### src/rtl/contactor_pkg.sv
// Shared contactor definitions: FSM state encoding and default timing constants.
// Latency: n/a (types and constants only).
// Backpressure: n/a.
package contactor_pkg;

  typedef enum logic [2:0] {
    ST_OPEN    = 3'd0,
    ST_CLOSING = 3'd1,
    ST_CLOSED  = 3'd2,
    ST_OPENING = 3'd3,
    ST_FAULT   = 3'd4
  } state_t;

  localparam int DEF_DEB_CYCLES = 4;
  localparam int DEF_T_CLOSE    = 100;
  localparam int DEF_T_OPEN     = 100;

  function automatic int max_int(input int a, input int b);
    return (a > b) ? a : b;
  endfunction

endpackage

### src/rtl/contactor_ctrl_if.sv
// Operator/interlock/feedback bundle of one contactor channel.
// Latency: n/a (wires only).
// Backpressure: none; all signals are levels sampled every cycle.
interface contactor_ctrl_if;
  logic       i_req;
  logic       i_permit;
  logic       i_fb;
  logic       i_fault_clr;
  logic       o_coil;
  logic       o_fb;
  logic       o_fault;
  logic [2:0] o_state;

  modport master (
    output i_req, i_permit, i_fb, i_fault_clr,
    input  o_coil, o_fb, o_fault, o_state
  );

  modport slave (
    input  i_req, i_permit, i_fb, i_fault_clr,
    output o_coil, o_fb, o_fault, o_state
  );
endinterface

### src/rtl/contactor_ctrl_fb_debounce.sv
// Aux-contact feedback conditioning: 2-flop synchroniser plus optional debounce (CONTACTOR_DEBOUNCE_EN).
// Latency: 2 cycles raw-to-o_fb; with debounce, o_fb flips after DEB_CYCLES stable differing cycles.
// Backpressure: none; free-running.
module fb_debounce #(
  parameter int DEB_CYCLES = 4
) (
  input  logic i_clk,
  input  logic i_rst,
  input  logic i_fb,
  output logic o_fb
);
  logic sync1, sync2;

  // bring the asynchronous contact level into the clock domain
  always_ff @(posedge i_clk or posedge i_rst) begin
    if (i_rst) begin
      sync1 <= 1'b0;
      sync2 <= 1'b0;
    end else begin
      sync1 <= i_fb;
      sync2 <= sync1;
    end
  end

`ifdef CONTACTOR_DEBOUNCE_EN
  localparam int CW = $clog2(DEB_CYCLES + 1);
  logic [CW-1:0] cnt;
  logic          fb_q;

  // count consecutive disagreeing cycles; any agreement (bounce) restarts the count
  always_ff @(posedge i_clk or posedge i_rst) begin
    if (i_rst) begin
      cnt  <= '0;
      fb_q <= 1'b0;
    end else if (sync2 == fb_q) begin
      cnt <= '0;
    end else if (cnt == CW'(DEB_CYCLES - 1)) begin
      fb_q <= sync2;
      cnt  <= '0;
    end else begin
      cnt <= cnt + CW'(1);
    end
  end

  assign o_fb = fb_q;
`else
  logic unused_deb;
  assign unused_deb = (DEB_CYCLES != 0);
  assign o_fb       = sync2;
`endif

endmodule

### src/rtl/contactor_ctrl.sv
// Contactor sequencer: drives the coil from request/permit and supervises aux feedback with close/open timeouts.
// Latency: coil follows a sampled req&permit or permit loss by exactly one cycle; reset drops coil asynchronously.
// Backpressure: none; FAULT latches until acknowledged with contact open and request removed.
module contactor_ctrl
  import contactor_pkg::*;
#(
  parameter int DEB_CYCLES = DEF_DEB_CYCLES,
  parameter int T_CLOSE    = DEF_T_CLOSE,
  parameter int T_OPEN     = DEF_T_OPEN
) (
  input logic             i_clk,
  input logic             i_rst,
  contactor_ctrl_if.slave bus
);
  localparam int T_MAX = max_int(T_CLOSE, T_OPEN);
  localparam int TW    = $clog2(T_MAX + 1);

  state_t        state, state_nxt;
  logic [TW-1:0] timer;
  logic          fb_deb;
  logic          coil, fault;
  logic          close_ok, t_close_hit, t_open_hit;

  fb_debounce #(.DEB_CYCLES(DEB_CYCLES)) u_fb_debounce (
    .i_clk (i_clk),
    .i_rst (i_rst),
    .i_fb  (bus.i_fb),
    .o_fb  (fb_deb)
  );

  assign close_ok    = bus.i_req & bus.i_permit;
  // timer holds completed cycles in the phase, so the edge ending the T-th cycle is timer == T-1
  assign t_close_hit = (timer == TW'(T_CLOSE - 1));
  assign t_open_hit  = (timer == TW'(T_OPEN - 1));

  // state register; async reset forces OPEN so the coil drops without a clock
  always_ff @(posedge i_clk or posedge i_rst) begin
    if (i_rst) state <= ST_OPEN;
    else       state <= state_nxt;
  end

  // phase timer: cleared on every state entry, saturating count while CLOSING/OPENING
  always_ff @(posedge i_clk or posedge i_rst) begin
    if (i_rst) begin
      timer <= '0;
    end else if (state_nxt != state) begin
      timer <= '0;
    end else if ((state == ST_CLOSING || state == ST_OPENING) && timer != TW'(T_MAX)) begin
      timer <= timer + TW'(1);
    end
  end

  // next-state and Moore outputs; permit/request loss outranks timeouts
  always_comb begin
    state_nxt = state;
    coil      = 1'b0;
    fault     = 1'b0;
    case (state)
      ST_OPEN: begin
        if (close_ok)    state_nxt = ST_CLOSING;
        else if (fb_deb) state_nxt = ST_FAULT;
      end
      ST_CLOSING: begin
        coil = 1'b1;
        if (!close_ok)        state_nxt = ST_OPENING;
        else if (fb_deb)      state_nxt = ST_CLOSED;
        else if (t_close_hit) state_nxt = ST_FAULT;
      end
      ST_CLOSED: begin
        coil = 1'b1;
        if (!close_ok)    state_nxt = ST_OPENING;
        else if (!fb_deb) state_nxt = ST_FAULT;
      end
      ST_OPENING: begin
        if (!fb_deb)         state_nxt = ST_OPEN;
        else if (t_open_hit) state_nxt = ST_FAULT;
      end
      ST_FAULT: begin
        fault = 1'b1;
        if (bus.i_fault_clr && !fb_deb && !bus.i_req) state_nxt = ST_OPEN;
      end
      default: state_nxt = ST_FAULT;
    endcase
  end

  assign bus.o_coil  = coil;
  assign bus.o_fb    = fb_deb;
  assign bus.o_fault = fault;
  assign bus.o_state = state;

endmodule

### src/flat_wrapper.sv
// flat-port wrapper written by rule: the top's interface ports become plain ports
module contactor_ctrl_flat import contactor_pkg::*;
#(
  parameter int DEB_CYCLES = DEF_DEB_CYCLES,
  parameter int T_CLOSE    = DEF_T_CLOSE,
  parameter int T_OPEN     = DEF_T_OPEN
)
  (i_clk, i_rst, bus_i_req, bus_i_permit, bus_i_fb, bus_i_fault_clr, bus_o_coil, bus_o_fb, bus_o_fault, bus_o_state);
  contactor_ctrl_if bus_i ();
  input logic i_clk;
  input logic i_rst;
  input wire logic [$bits(bus_i.i_req)-1:0] bus_i_req;
  input wire logic [$bits(bus_i.i_permit)-1:0] bus_i_permit;
  input wire logic [$bits(bus_i.i_fb)-1:0] bus_i_fb;
  input wire logic [$bits(bus_i.i_fault_clr)-1:0] bus_i_fault_clr;
  output wire logic [$bits(bus_i.o_coil)-1:0] bus_o_coil;
  output wire logic [$bits(bus_i.o_fb)-1:0] bus_o_fb;
  output wire logic [$bits(bus_i.o_fault)-1:0] bus_o_fault;
  output wire logic [$bits(bus_i.o_state)-1:0] bus_o_state;
  assign bus_i.i_req = bus_i_req;
  assign bus_i.i_permit = bus_i_permit;
  assign bus_i.i_fb = bus_i_fb;
  assign bus_i.i_fault_clr = bus_i_fault_clr;
  assign bus_o_coil = bus_i.o_coil;
  assign bus_o_fb = bus_i.o_fb;
  assign bus_o_fault = bus_i.o_fault;
  assign bus_o_state = bus_i.o_state;
  contactor_ctrl #(.DEB_CYCLES(DEB_CYCLES), .T_CLOSE(T_CLOSE), .T_OPEN(T_OPEN)) u_core (.i_clk(i_clk), .i_rst(i_rst), .bus(bus_i));
endmodule
### config.mk
export PLATFORM = sky130hd
export DESIGN_NAME = contactor_ctrl_flat
export DESIGN_NICKNAME = d
export VERILOG_FILES = /design/src/rtl/contactor_pkg.sv /design/src/rtl/contactor_ctrl_if.sv /design/src/rtl/contactor_ctrl_fb_debounce.sv /design/src/rtl/contactor_ctrl.sv /design/src/flat_wrapper.sv
export SDC_FILE = /design/constraint.sdc
export NUM_CORES = 1
export LEC_CHECK = 0
export CORE_UTILIZATION = 45
export CTS_CLUSTER_SIZE = 14
export DETAILED_ROUTE_END_ITERATION = 7
export GPL_TIMING_DRIVEN = 1
export PLACE_DENSITY_LB_ADDON = 0.1
export SYNTH_ARGS = -nofsm -noshare
export SYNTH_HDL_FRONTEND = slang
export SYNTH_SLANG_ARGS = --single-unit
### constraint.sdc
create_clock -name i_clk -period 3 [get_ports i_clk]
set_input_delay 0.6 -clock i_clk [delete_from_list [all_inputs] [get_ports i_clk]]
set_output_delay 0.6 -clock i_clk [all_outputs]
set_load 0.03 [all_outputs]
==> flow_summary.rst <==
.. list-table::
   :header-rows: 1

   * - Metric
     - Value
   * - Result of the run
     - finished clean
   * - Worst setup path class
     - reg2out
   * - Layout cell share with drive strength beyond 1
     - 0.09375
   * - Chip Height
     - 44.74 µm
   * - Average via count per standard cell
     - 5.926
   * - Fraction of the yosys area taken by sequential cells
     - 0.3653
   * - Global Route met3 Usage
     - 0.06000
   * - Top cells by instance count after synthesis
     - 12 x dfrtp_1, 8 x nor3_1, 7 x inv_1, 7 x nand2_1
   * - # hold bufs at CTS
     - 0
   * - Antenna-violating nets left
     - 0
   * - Number of buffers inserted by port buffering
     - 11
   * - Number of max-slew violations in the final report
     - 0
   * - Unique cell type count in the Yosys netlist
     - 36
   * - Largest net degree at the start of global routing
     - 17
   * - Number of DRC violations after detailed routing
     - 0
   * - Placement Setup Slack
     - between 0.7 and 0.8 ns
   * - Highest Clock Rate
     - 0.4007 GHz
   * - RSZ-0062 raised after global routing
     - no
   * - First-pass GRT wire length
     - 2829 µm
   * - Synth warnings
     - 0
   * - #FFs+latches synth
     - 12
   * - Cell breakdown of the critical path
     - inv_1 > nor3_1 > clkdlybuf4s50_1
   * - RD Place Congestion
     - 0.7648
   * - Maximum buffer depth of the clock tree
     - 2
   * - Total negative slack
     - 0 ns
   * - Top flip-flop cell by instance count after synthesis
     - dfrtp_1
   * - Leading cell types by total area after synthesis
     - dfrtp_1 37%, nor3_1 4.9%, a311oi_1 4.3%
   * - Number of buffers added by the clock tree synthesis step
     - 3
   * - Count of standard-cell rows
     - 15
   * - Share of the synthesized area in the top cell type
     - 0.3653
   * - Worst Setup End Kind
     - primary output
   * - Required time of the worst setup path
     - about 2.4 ns
   * - Fraction of the cycle the final worst path needs
     - 0.8319
   * - Relative max-transition margin
     - 0.6367
   * - Antenna violations before repair
     - 0
   * - Buffer count from post-CTS setup fixing
     - 0
   * - Inserted Diodes
     - 0
   * - Clock root buffer master
     - clkbuf_4
   * - Crit-path max FO
     - 12
   * - Crit start category
     - flop
   * - Total of endpoints with negative setup slack in the final report
     - 0
   * - Clock transition at the registers of the reported paths
     - around 0.080 ns
   * - Transition at the pin with the smallest max-transition slack
     - 0.5449 ns
   * - Static leakage power
     - 0.3784 nW
   * - Hold Vio Cnt, Final
     - 0
   * - Post-synth design cell area
     - 822.0 µm²
   * - Average wire length per cell after detail routing
     - 13.87 µm
   * - Routed via count
     - roughly 720
   * - Boundary pin count
     - 12
   * - Leading cell type by number of instances after synthesis
     - dfrtp_1
   * - Signed area change from the synthesized netlist to the final layout
     - 17.81%
   * - Data arrival time of the critical path
     - 1.90 ns
   * - Initial core utilization
     - 0.4761
   * - Fraction of registers with async set or reset after synthesis
     - 1.000
   * - Core Region
     - 1727 µm²
   * - Number of clock sinks seen by CTS
     - 12
   * - Maximum resistive drop on vdd
     - 321.7 µV
   * - Routing usage on met1
     - 0.2977
   * - Die width
     - 44.74 µm
   * - Die Area
     - between 2000 and 2500 µm²
   * - Number of H-tree levels
     - 1
   * - Mean instance size in the synthesized netlist
     - 9.559 µm²
   * - Overflow left after global routing
     - 0
   * - Met2 global-route usage
     - 0.2706
   * - Detailed placement HPWL
     - 1182 µm
   * - Clock tree from TritonCTS
     - done
   * - Final-stage net count
     - 105
   * - Class of the worst hold path
     - reg2reg
   * - Number of iterations in the first detailed-routing pass
     - 4
   * - Final critical-path setup slack
     - 0.5043 ns
   * - Max-cap check violation count
     - 0
   * - Cell with the largest stage delay on the worst path
     - clkdlybuf4s50_1
   * - Pwr Density
     - 391.0 nW/µm²
   * - Final wirelength
     - 1678 µm
   * - Dominant cell type by area after synthesis
     - dfrtp_1
   * - Crit path largest cell delay
     - 0.70 ns
   * - Worst clock skew
     - 0.009312 ns
   * - Cell count after synthesis
     - 86
   * - Global-route usage over all layers
     - 0.1970
   * - Layer carrying the most global-route usage
     - met1
   * - Count of flip-flops with a built-in enable after synthesis
     - 0
   * - Initial DRC count
     - 28
   * - Number of fill cells
     - ~160
   * - Post-cts sizing count
     - 0
   * - Clock latency reported for the late side of the worst-skew pair
     - between 0.2 and 0.3 ns
   * - Synthesized net count
     - 94
   * - Final Critical Period
     - 2.496 ns
   * - Via count of the first global-routing pass
     - about 620
per-layer routing:
layer  wire, µm  vias to the layer above
li1           -                      344
met5          0                        -
met4          8                        0
met1        828                      335
met2        700                       36
met3        141                        2
logic make-up (layout without fill, tap and decap cells):
logic type,count (synthesis),in the layout,synth area share
DFF,12,12,0.3653
adders and majority gates,2,2,0.03044
AOI/OAI and AO/OA,19,19,0.2207
buffers and inverters,12,22,0.07002
and+or+nand+nor,34,34,0.2374
xor gates and xnor gates,6,6,0.06393
muxes,1,1,0.01218
placed cells by master (no fill, tap or decap), drive strengths merged, types with 4 or more instances in the layout:
master / n
clkdlybuf4s50: 11
dfrtp: 12
xnor2: 4
nor2: 4
nand2: 7
clkbuf: 4
nor3: 8
inv: 7
a311oi: 5
report_power, final:
part           switching [mW]  total [mW]  internal (mW)
logic                  0.0397      0.0695         0.0298
clock network          0.0574       0.131         0.0739
registers              0.0117       0.178          0.166
total                   0.109       0.379          0.270
worst paths after layout:
kind	startpoint	endpoint	slack, ns	cells after the start
hold / removal	u_core.u_fb_debounce.sync1	u_core.u_fb_debounce.o_fb	0.35	0
min in group asynchronous	i_rst	u_core.timer[4]	0.63	2
setup / recovery	u_core.bus.o_state[2]	bus_o_fault	0.50	3
max in group asynchronous	i_rst	u_core.bus.o_state[0]	2.03	2
setup reg to reg	u_core.timer[4]	u_core.timer[1]	1.18	4
hold reg to reg	u_core.u_fb_debounce.sync1	u_core.u_fb_debounce.o_fb	0.35	0
worst max-delay path, delay by kind of cell (launching register included):
kind          cells  cell delay (ns)
buf+inv           2             0.85
flops             1             0.56
simple gates      1             0.20
sequential cells by signal, indices dropped and copies added (netlist names):
register	count
u_core.bus.o_state	3
u_core.timer	7
u_core.u_fb_debounce.o_fb	1
u_core.u_fb_debounce.sync1	1
metrics by stage:
step / instance area [µm²] / utilization / hold WS, ns / power, mW / instances
floorplan: 822.0 / - / 0.3312 / 0.2251 / 86
global placement: 932.1 / 0.5399 / 0.3429 / 0.2494 / 117
detailed placement: 932.1 / 0.5399 / 0.3358 / 0.2498 / 117
CTS: 968.4 / 0.5609 / 0.3537 / 0.3833 / 121
global route: 968.4 / 0.5609 / 0.3556 / 0.3964 / 121
finish: 968.4 / 0.5609 / 0.3496 / 0.3786 / 121
cell type report:
| cell class | count | area, µm² | area share |
|---|---|---|---|
| Multi-Input combinational cell | 62 | 464.2 | 0.4793 |
| Sequential cell | 12 | 300.3 | 0.3101 |
| Timing Repair Buffer | 11 | 110.1 | 0.1137 |
| Clock buffer | 4 | 36.28 | 0.03747 |
| Tap cell | 25 | 31.28 | 0.03230 |
| Inverter | 7 | 26.28 | 0.02713 |
Power figures use the tool's default switching activity.
